File: config.mk
export PLATFORM = sky130hd
export DESIGN_NAME = mem_arbiter
export DESIGN_NICKNAME = d
export VERILOG_FILES = /design/src/rtl/mem_arbiter_pkg.sv /design/src/rtl/mem_arb_rr2.sv /design/src/rtl/mem_arbiter.sv
export SDC_FILE = /design/constraint.sdc
export NUM_CORES = 1
export LEC_CHECK = 0
export ABC_CLOCK_PERIOD_IN_PS = 15170
export CAP_MARGIN = 20
export CORE_AREA = 4 4 284 286
export DETAILED_ROUTE_END_ITERATION = 10
export DIE_AREA = 0 0 288 290
export PLACE_DENSITY = 0.59
export SYNTH_ARGS = -nofsm -noshare
export SYNTH_HDL_FRONTEND = slang
export SYNTH_SLANG_ARGS = --single-unit
File: constraint.sdc
create_clock -name clk -period 15.17 [get_ports clk]
set_input_delay 3.7925 -clock clk [delete_from_list [all_inputs] [get_ports clk]]
set_output_delay 3.7925 -clock clk [all_outputs]
set_load 0.005 [all_outputs]
File: src/rtl/mem_arbiter_pkg.sv
// Shared encodings and width defaults for the iCache/dCache memory arbiter.
package mem_arbiter_pkg;

    typedef enum logic [1:0] {
        ARB_IDLE = 2'd0,
        ARB_BUSY = 2'd1,
        ARB_RESP = 2'd2
    } arb_state_e;

    localparam logic ARB_ID_I = 1'b0;
    localparam logic ARB_ID_D = 1'b1;

    localparam int MEM_ADDRESS_LEN   = 26;
    localparam int ICACHE_LINE_WIDTH = 128;
    localparam int STAT_CNT_W        = 16;

    // Round-robin winner for a two-way conflict: whoever did not win last time.
    function automatic logic rr_other(input logic last);
        rr_other = ~last;
    endfunction

endpackage

File: src/rtl/mem_arb_rr2.sv
// Combinational two-way round-robin picker; req[0] is the iCache, req[1] the dCache.
module mem_arb_rr2
    import mem_arbiter_pkg::*;
(
    input  logic [1:0] req,
    input  logic       last,
    output logic       gnt_valid,
    output logic       gnt_id,
    output logic       conflict
);

    // Pick the single requester, or alternate against the last winner on a tie.
    always_comb begin
        gnt_valid = 1'b0;
        gnt_id    = ARB_ID_I;
        conflict  = 1'b0;
        case (req)
            2'b01: begin
                gnt_valid = 1'b1;
                gnt_id    = ARB_ID_I;
            end
            2'b10: begin
                gnt_valid = 1'b1;
                gnt_id    = ARB_ID_D;
            end
            2'b11: begin
                gnt_valid = 1'b1;
                gnt_id    = rr_other(last);
                conflict  = 1'b1;
            end
            default: begin
                gnt_valid = 1'b0;
                gnt_id    = ARB_ID_I;
                conflict  = 1'b0;
            end
        endcase
    end

endmodule

File: src/rtl/mem_arbiter.sv
// Arbitrates iCache fills and dCache fills/write-backs onto one memory port,
// holding each transaction until acked and returning a one-cycle completion.
module mem_arbiter
    import mem_arbiter_pkg::*;
#(
    parameter int ADDR_W = MEM_ADDRESS_LEN,
    parameter int LINE_W = ICACHE_LINE_WIDTH,
    parameter int CNT_W  = STAT_CNT_W
) (
    input  logic              clk,
    input  logic              reset,
    input  logic              reqI_mem,
    input  logic [ADDR_W-1:0] reqAddrI_mem,
    output logic [LINE_W-1:0] fillI_data,
    output logic              fillI_rdy,
    input  logic              reqD_mem,
    input  logic              reqD_we,
    input  logic [ADDR_W-1:0] reqAddrD_mem,
    input  logic [LINE_W-1:0] reqD_wdata,
    output logic [LINE_W-1:0] fillD_data,
    output logic              fillD_rdy,
    output logic              mem_req,
    output logic              mem_we,
    output logic [ADDR_W-1:0] mem_addr,
    output logic [LINE_W-1:0] mem_wdata,
    input  logic [LINE_W-1:0] mem_rdata,
    input  logic              mem_ack,
    output logic              busy,
    output logic              grant_id,
    output logic [CNT_W-1:0]  stat_conflicts
);

    function automatic logic [CNT_W-1:0] sat_inc(input logic [CNT_W-1:0] v);
        sat_inc = (&v) ? v : v + {{(CNT_W-1){1'b0}}, 1'b1};
    endfunction

    arb_state_e        state_r, state_nxt_s;
    logic              mem_req_r, mem_req_nxt_s;
    logic              mem_we_r, mem_we_nxt_s;
    logic [ADDR_W-1:0] mem_addr_r, mem_addr_nxt_s;
    logic [LINE_W-1:0] mem_wdata_r, mem_wdata_nxt_s;
    logic [LINE_W-1:0] fill_i_data_r, fill_i_data_nxt_s;
    logic [LINE_W-1:0] fill_d_data_r, fill_d_data_nxt_s;
    logic              fill_i_rdy_r, fill_i_rdy_nxt_s;
    logic              fill_d_rdy_r, fill_d_rdy_nxt_s;
    logic              busy_r, busy_nxt_s;
    logic              grant_id_r, grant_id_nxt_s;
    logic              last_grant_r, last_grant_nxt_s;
    logic [CNT_W-1:0]  conflicts_r, conflicts_nxt_s;
    logic              gnt_valid_s, gnt_id_s, conflict_s;

    mem_arb_rr2 u_rr2 (
        .req       ({reqD_mem, reqI_mem}),
        .last      (last_grant_r),
        .gnt_valid (gnt_valid_s),
        .gnt_id    (gnt_id_s),
        .conflict  (conflict_s)
    );

    // Next-state and next-output logic; requester inputs only matter in IDLE.
    always_comb begin
        state_nxt_s       = state_r;
        mem_req_nxt_s     = mem_req_r;
        mem_we_nxt_s      = mem_we_r;
        mem_addr_nxt_s    = mem_addr_r;
        mem_wdata_nxt_s   = mem_wdata_r;
        fill_i_data_nxt_s = fill_i_data_r;
        fill_d_data_nxt_s = fill_d_data_r;
        fill_i_rdy_nxt_s  = 1'b0;
        fill_d_rdy_nxt_s  = 1'b0;
        grant_id_nxt_s    = grant_id_r;
        last_grant_nxt_s  = last_grant_r;
        conflicts_nxt_s   = conflicts_r;
        case (state_r)
            ARB_IDLE: begin
                if (gnt_valid_s) begin
                    state_nxt_s      = ARB_BUSY;
                    mem_req_nxt_s    = 1'b1;
                    grant_id_nxt_s   = gnt_id_s;
                    last_grant_nxt_s = gnt_id_s;
                    if (gnt_id_s == ARB_ID_D) begin
                        mem_we_nxt_s    = reqD_we;
                        mem_addr_nxt_s  = reqAddrD_mem;
                        mem_wdata_nxt_s = reqD_wdata;
                    end else begin
                        mem_we_nxt_s    = 1'b0;
                        mem_addr_nxt_s  = reqAddrI_mem;
                        mem_wdata_nxt_s = '0;
                    end
                    if (conflict_s) begin
                        conflicts_nxt_s = sat_inc(conflicts_r);
                    end else begin
                        conflicts_nxt_s = conflicts_r;
                    end
                end else begin
                    state_nxt_s = ARB_IDLE;
                end
            end
            ARB_BUSY: begin
                if (mem_ack) begin
                    state_nxt_s   = ARB_RESP;
                    mem_req_nxt_s = 1'b0;
                    if (grant_id_r == ARB_ID_D) begin
                        fill_d_rdy_nxt_s = 1'b1;
                        if (!mem_we_r) begin
                            fill_d_data_nxt_s = mem_rdata;
                        end else begin
                            fill_d_data_nxt_s = fill_d_data_r;
                        end
                    end else begin
                        fill_i_rdy_nxt_s  = 1'b1;
                        fill_i_data_nxt_s = mem_rdata;
                    end
                end else begin
                    state_nxt_s = ARB_BUSY;
                end
            end
            ARB_RESP: begin
                state_nxt_s = ARB_IDLE;
            end
            default: begin
                state_nxt_s   = ARB_IDLE;
                mem_req_nxt_s = 1'b0;
            end
        endcase
        busy_nxt_s = (state_nxt_s != ARB_IDLE);
    end

    // State and output registers; reset abandons any transaction in flight.
    always_ff @(posedge clk or posedge reset) begin
        if (reset) begin
            state_r       <= ARB_IDLE;
            mem_req_r     <= 1'b0;
            mem_we_r      <= 1'b0;
            mem_addr_r    <= '0;
            mem_wdata_r   <= '0;
            fill_i_data_r <= '0;
            fill_d_data_r <= '0;
            fill_i_rdy_r  <= 1'b0;
            fill_d_rdy_r  <= 1'b0;
            busy_r        <= 1'b0;
            grant_id_r    <= ARB_ID_I;
            last_grant_r  <= ARB_ID_D;
            conflicts_r   <= '0;
        end else begin
            state_r       <= state_nxt_s;
            mem_req_r     <= mem_req_nxt_s;
            mem_we_r      <= mem_we_nxt_s;
            mem_addr_r    <= mem_addr_nxt_s;
            mem_wdata_r   <= mem_wdata_nxt_s;
            fill_i_data_r <= fill_i_data_nxt_s;
            fill_d_data_r <= fill_d_data_nxt_s;
            fill_i_rdy_r  <= fill_i_rdy_nxt_s;
            fill_d_rdy_r  <= fill_d_rdy_nxt_s;
            busy_r        <= busy_nxt_s;
            grant_id_r    <= grant_id_nxt_s;
            last_grant_r  <= last_grant_nxt_s;
            conflicts_r   <= conflicts_nxt_s;
        end
    end

    assign mem_req        = mem_req_r;
    assign mem_we         = mem_we_r;
    assign mem_addr       = mem_addr_r;
    assign mem_wdata      = mem_wdata_r;
    assign fillI_data     = fill_i_data_r;
    assign fillD_data     = fill_d_data_r;
    assign fillI_rdy      = fill_i_rdy_r;
    assign fillD_rdy      = fill_d_rdy_r;
    assign busy           = busy_r;
    assign grant_id       = grant_id_r;
    assign stat_conflicts = conflicts_r;

endmodule

==> impl_metrics.toml <==
[final_layout]
seqCellArea_um2 = 10890
fin_nets = 2097
fillers = 7729
final_cell_mix = "clkdlybuf4s50_1 (745), dfrtp_1 (434), mux2_2 (259), a22o_1 (129), clkbuf_16 (51)"
syn_to_final_growth_pct = 63.14
final_common_cell = "clkdlybuf4s50_1"
drive_gt1_frac = 0.1992
multiInputGateArea_um2 = 5050

[sta]
setup_viol = 0
hold_slack_ps = 475.1
tightest_slew_ps = 1079
hold_viol_final = 0
finalClockSkew_ps = 15.75
relSlewSlack = 0.2807
fin_crit_sh = 0.4468
fmax_ghz = 0.1475
period_minus_slack_ps = 6778
timing.final.max_slew_violations = 0
fin_tns_setup_ps = 0
rsz0062_at_grt = "false"

[logic_synthesis]
ys_seq_area_frac = 0.6664
syn_avg_cell_area_um2 = 15.71
synth-seq-cells = 435
netlist_top_cells_area = "dfrtp_1 (66%), mux2_2 (18%), a22o_1 (6.9%), mux2i_1 (1.6%), buf_6 (0.97%)"
synth_area_um2 = 16340
synth_area_leader_cell = "dfrtp_1"
syn_nets = 1355
ys_warn_count = 0
yosysTopAreaCellShare = 0.6648
synth_cell_types = 39
synthCells = 1040

[floorplan]
die-area_um2 = 83520
rows = 103
die_y_um = 290
ios = 746
die_w_um = 288
coreArea_um2 = 78360
start_util = 0.2085

[detailed_routing]
detailedRoute.firstIterationViolations = 444
num_vias = 11800
routed_wl_mm = 59.34
via_per_inst = 4.097
post_drt_wl_per_cell_um = 20.61
drt_first_pass_iters = 4
ant_nets = 0
drc = 0

[pwr]
combPwrFrac = 0.405
switching_share = 0.2893
power.switching_mw = 1.630
p_leak_nw = 11.05
p_total_mw = 5.633
p_per_area_nw_per_um2 = 211.4
power.internal_mw = 4.003
clockPowerShare = 0.232
seq_power_share = 0.363
ir_worst_vdd_mv = 0.1099

[worst_setup_path]
crit_path_start_kind = "primary input"
reg2reg_from = "state_r[1]$_DFF_PP0_"
crit_path_end = "fillD_data[100]$_DFFE_PP0P_"
rr_endpoint = "fillD_data[100]$_DFFE_PP0P_"
critPathLaunch = "mem_ack"
worstPathRequired_ps = 15620
critical_path_arrival_ps = 7230
r2r_slack_ps = 11600
crit_fanout = 65
path_class = "primary input to register"
endpoint_kind = "register"
rr_worst_depth = 6

[cts]
htreeDepth = 2
postCtsSetupBuffers = 0
holdBufCountCts = 0
ctsResizeCount = 0
cts.clk_slew.worst_paths_ps = 50
cts_root_buf = "clkbuf_16"
clk_path_buf_depth = 3
clock_sinks = 435
cts_made_buffers = 50
cts_tree = "built"
clkLatencyLatePin_ps = 580

[placed_design]
io_buffers = 745
dp_hpwl_mm = 44.30
gp_congestion = 0.8286

[global_routing]
grt_max_degree = 169
grt_antenna_before_repair = 9
overflow = 0
grt_pass1_vias = 13130
grt_usage = 0.1363
grt_pass1_wl_mm = 86.97

[flow_run]
drv_cap = 0

[worst_hold_path]
holdCritPathClass = "register to register"

[status]
outcome = "finished, final reports clean"
-- stage by stage --
step / utilization / setup WS (ps) / std cells / instance area [um2]
after floorplan: - / 5503 / 1040 / 16340
after global placement: 0.3169 / 7653 / 2780 / 24830
after detailed placement: 0.3169 / 7679 / 2780 / 24830
after CTS: 0.3399 / 8247 / 2872 / 26630
after global routing: 0.3401 / 8201 / 2879 / 26650
final: 0.3401 / 8392 / 2880 / 26650
-- cells in the mapped netlist, drive strengths merged --
| cell | n |
|---|---|
| o31ai | 1 |
| nor4 | 3 |
| and3 | 1 |
| clkbuf | 19 |
| nand2 | 34 |
| xor2 | 8 |
| mux2 | 259 |
| nor2b | 2 |
| and2b | 1 |
| nand4bb | 1 |
| or4 | 1 |
| o2111ai | 1 |
| nor3 | 6 |
| and2 | 2 |
| nand4 | 3 |
| nand3 | 6 |
| dfrtp | 434 |
| a22o | 129 |
| mux2i | 26 |
| dfstp | 1 |
| a21boi | 1 |
| and3b | 1 |
| xnor2 | 5 |
| buf | 47 |
| nor2 | 9 |
| and4 | 2 |
| inv | 3 |
| nor4bb | 1 |
| o21ai | 29 |
| ha | 1 |
| a21oi | 1 |
| a21o | 2 |
-- state kept, by name, summed over array words and instances, names as in the netlist, 2 cells and up --
| name | flops |
|---|---|
| fillI_data | 128 |
| stat_conflicts | 16 |
| state_r | 2 |
| mem_addr | 26 |
| mem_wdata | 128 |
| fillD_data | 128 |
-- area by class of cell --
cell class                 count  share of cell area
tap                         1050             0.04930
inverter                       3           0.0005634
antenna                        8           0.0007512
clock inverter                18             0.01150
timing repair buffer         756              0.2839
sequential                   435              0.4085
multi-input combinational    536              0.1895
clock buffer                  74             0.05601
-- per-layer routing --
metal,track usage,up-vias,share of wire
li1,-,5274,-
met1,0.1450,5880,0.36
met2,0.2407,537,0.51
met3,0.05342,107,0.10
met4,0.05448,0,0.034
met5,0,-,0
-- cell families after synthesis --
family	after synthesis	synth area share
muxes	285	0.1945
and+or+nand+nor	73	0.02451
DFF	435	0.6664
buffers and inverters	69	0.02612
adders and majority gates	1	0.0007658
AOI/OAI and AO/OA	164	0.08073
xor gates and xnor gates	13	0.006970
-- power groups by stage --
stage	registers (mW)	clock network, mW	logic, mW
6_report	2.04	1.31	2.28
5_1_grt	2.12	1.40	2.44
4_1_cts	2.05	1.35	2.33
3_5_place_dp	2.06	0	2.32
3_3_place_gp	2.05	0	2.29
2_1_floorplan	2.06	0	0.776
-- how the worst min path moves through the flow --
stage,from,end,slack (ps),cells past startpoint
after floorplan,mem_addr[0]$_DFFE_PP0P_,mem_addr[0]$_DFFE_PP0P_,470,2
after global placement,mem_addr[8]$_DFFE_PP0P_,mem_addr[8]$_DFFE_PP0P_,460,2
after detailed placement,mem_addr[8]$_DFFE_PP0P_,mem_addr[8]$_DFFE_PP0P_,470,2
after CTS,mem_addr[8]$_DFFE_PP0P_,mem_addr[8]$_DFFE_PP0P_,480,2
after global routing,mem_addr[8]$_DFFE_PP0P_,mem_addr[8]$_DFFE_PP0P_,510,2
final,mem_addr[8]$_DFFE_PP0P_,mem_addr[8]$_DFFE_PP0P_,480,2
-- critical path, stage by stage --
cell and delay, ps:
clkdlybuf4s50_1 490, and3b_1 210, and2_1 150, nor2b_4 540, buf_4 680, buf_4 800, mux2_2 420
(Power assumes the default switching activity.)
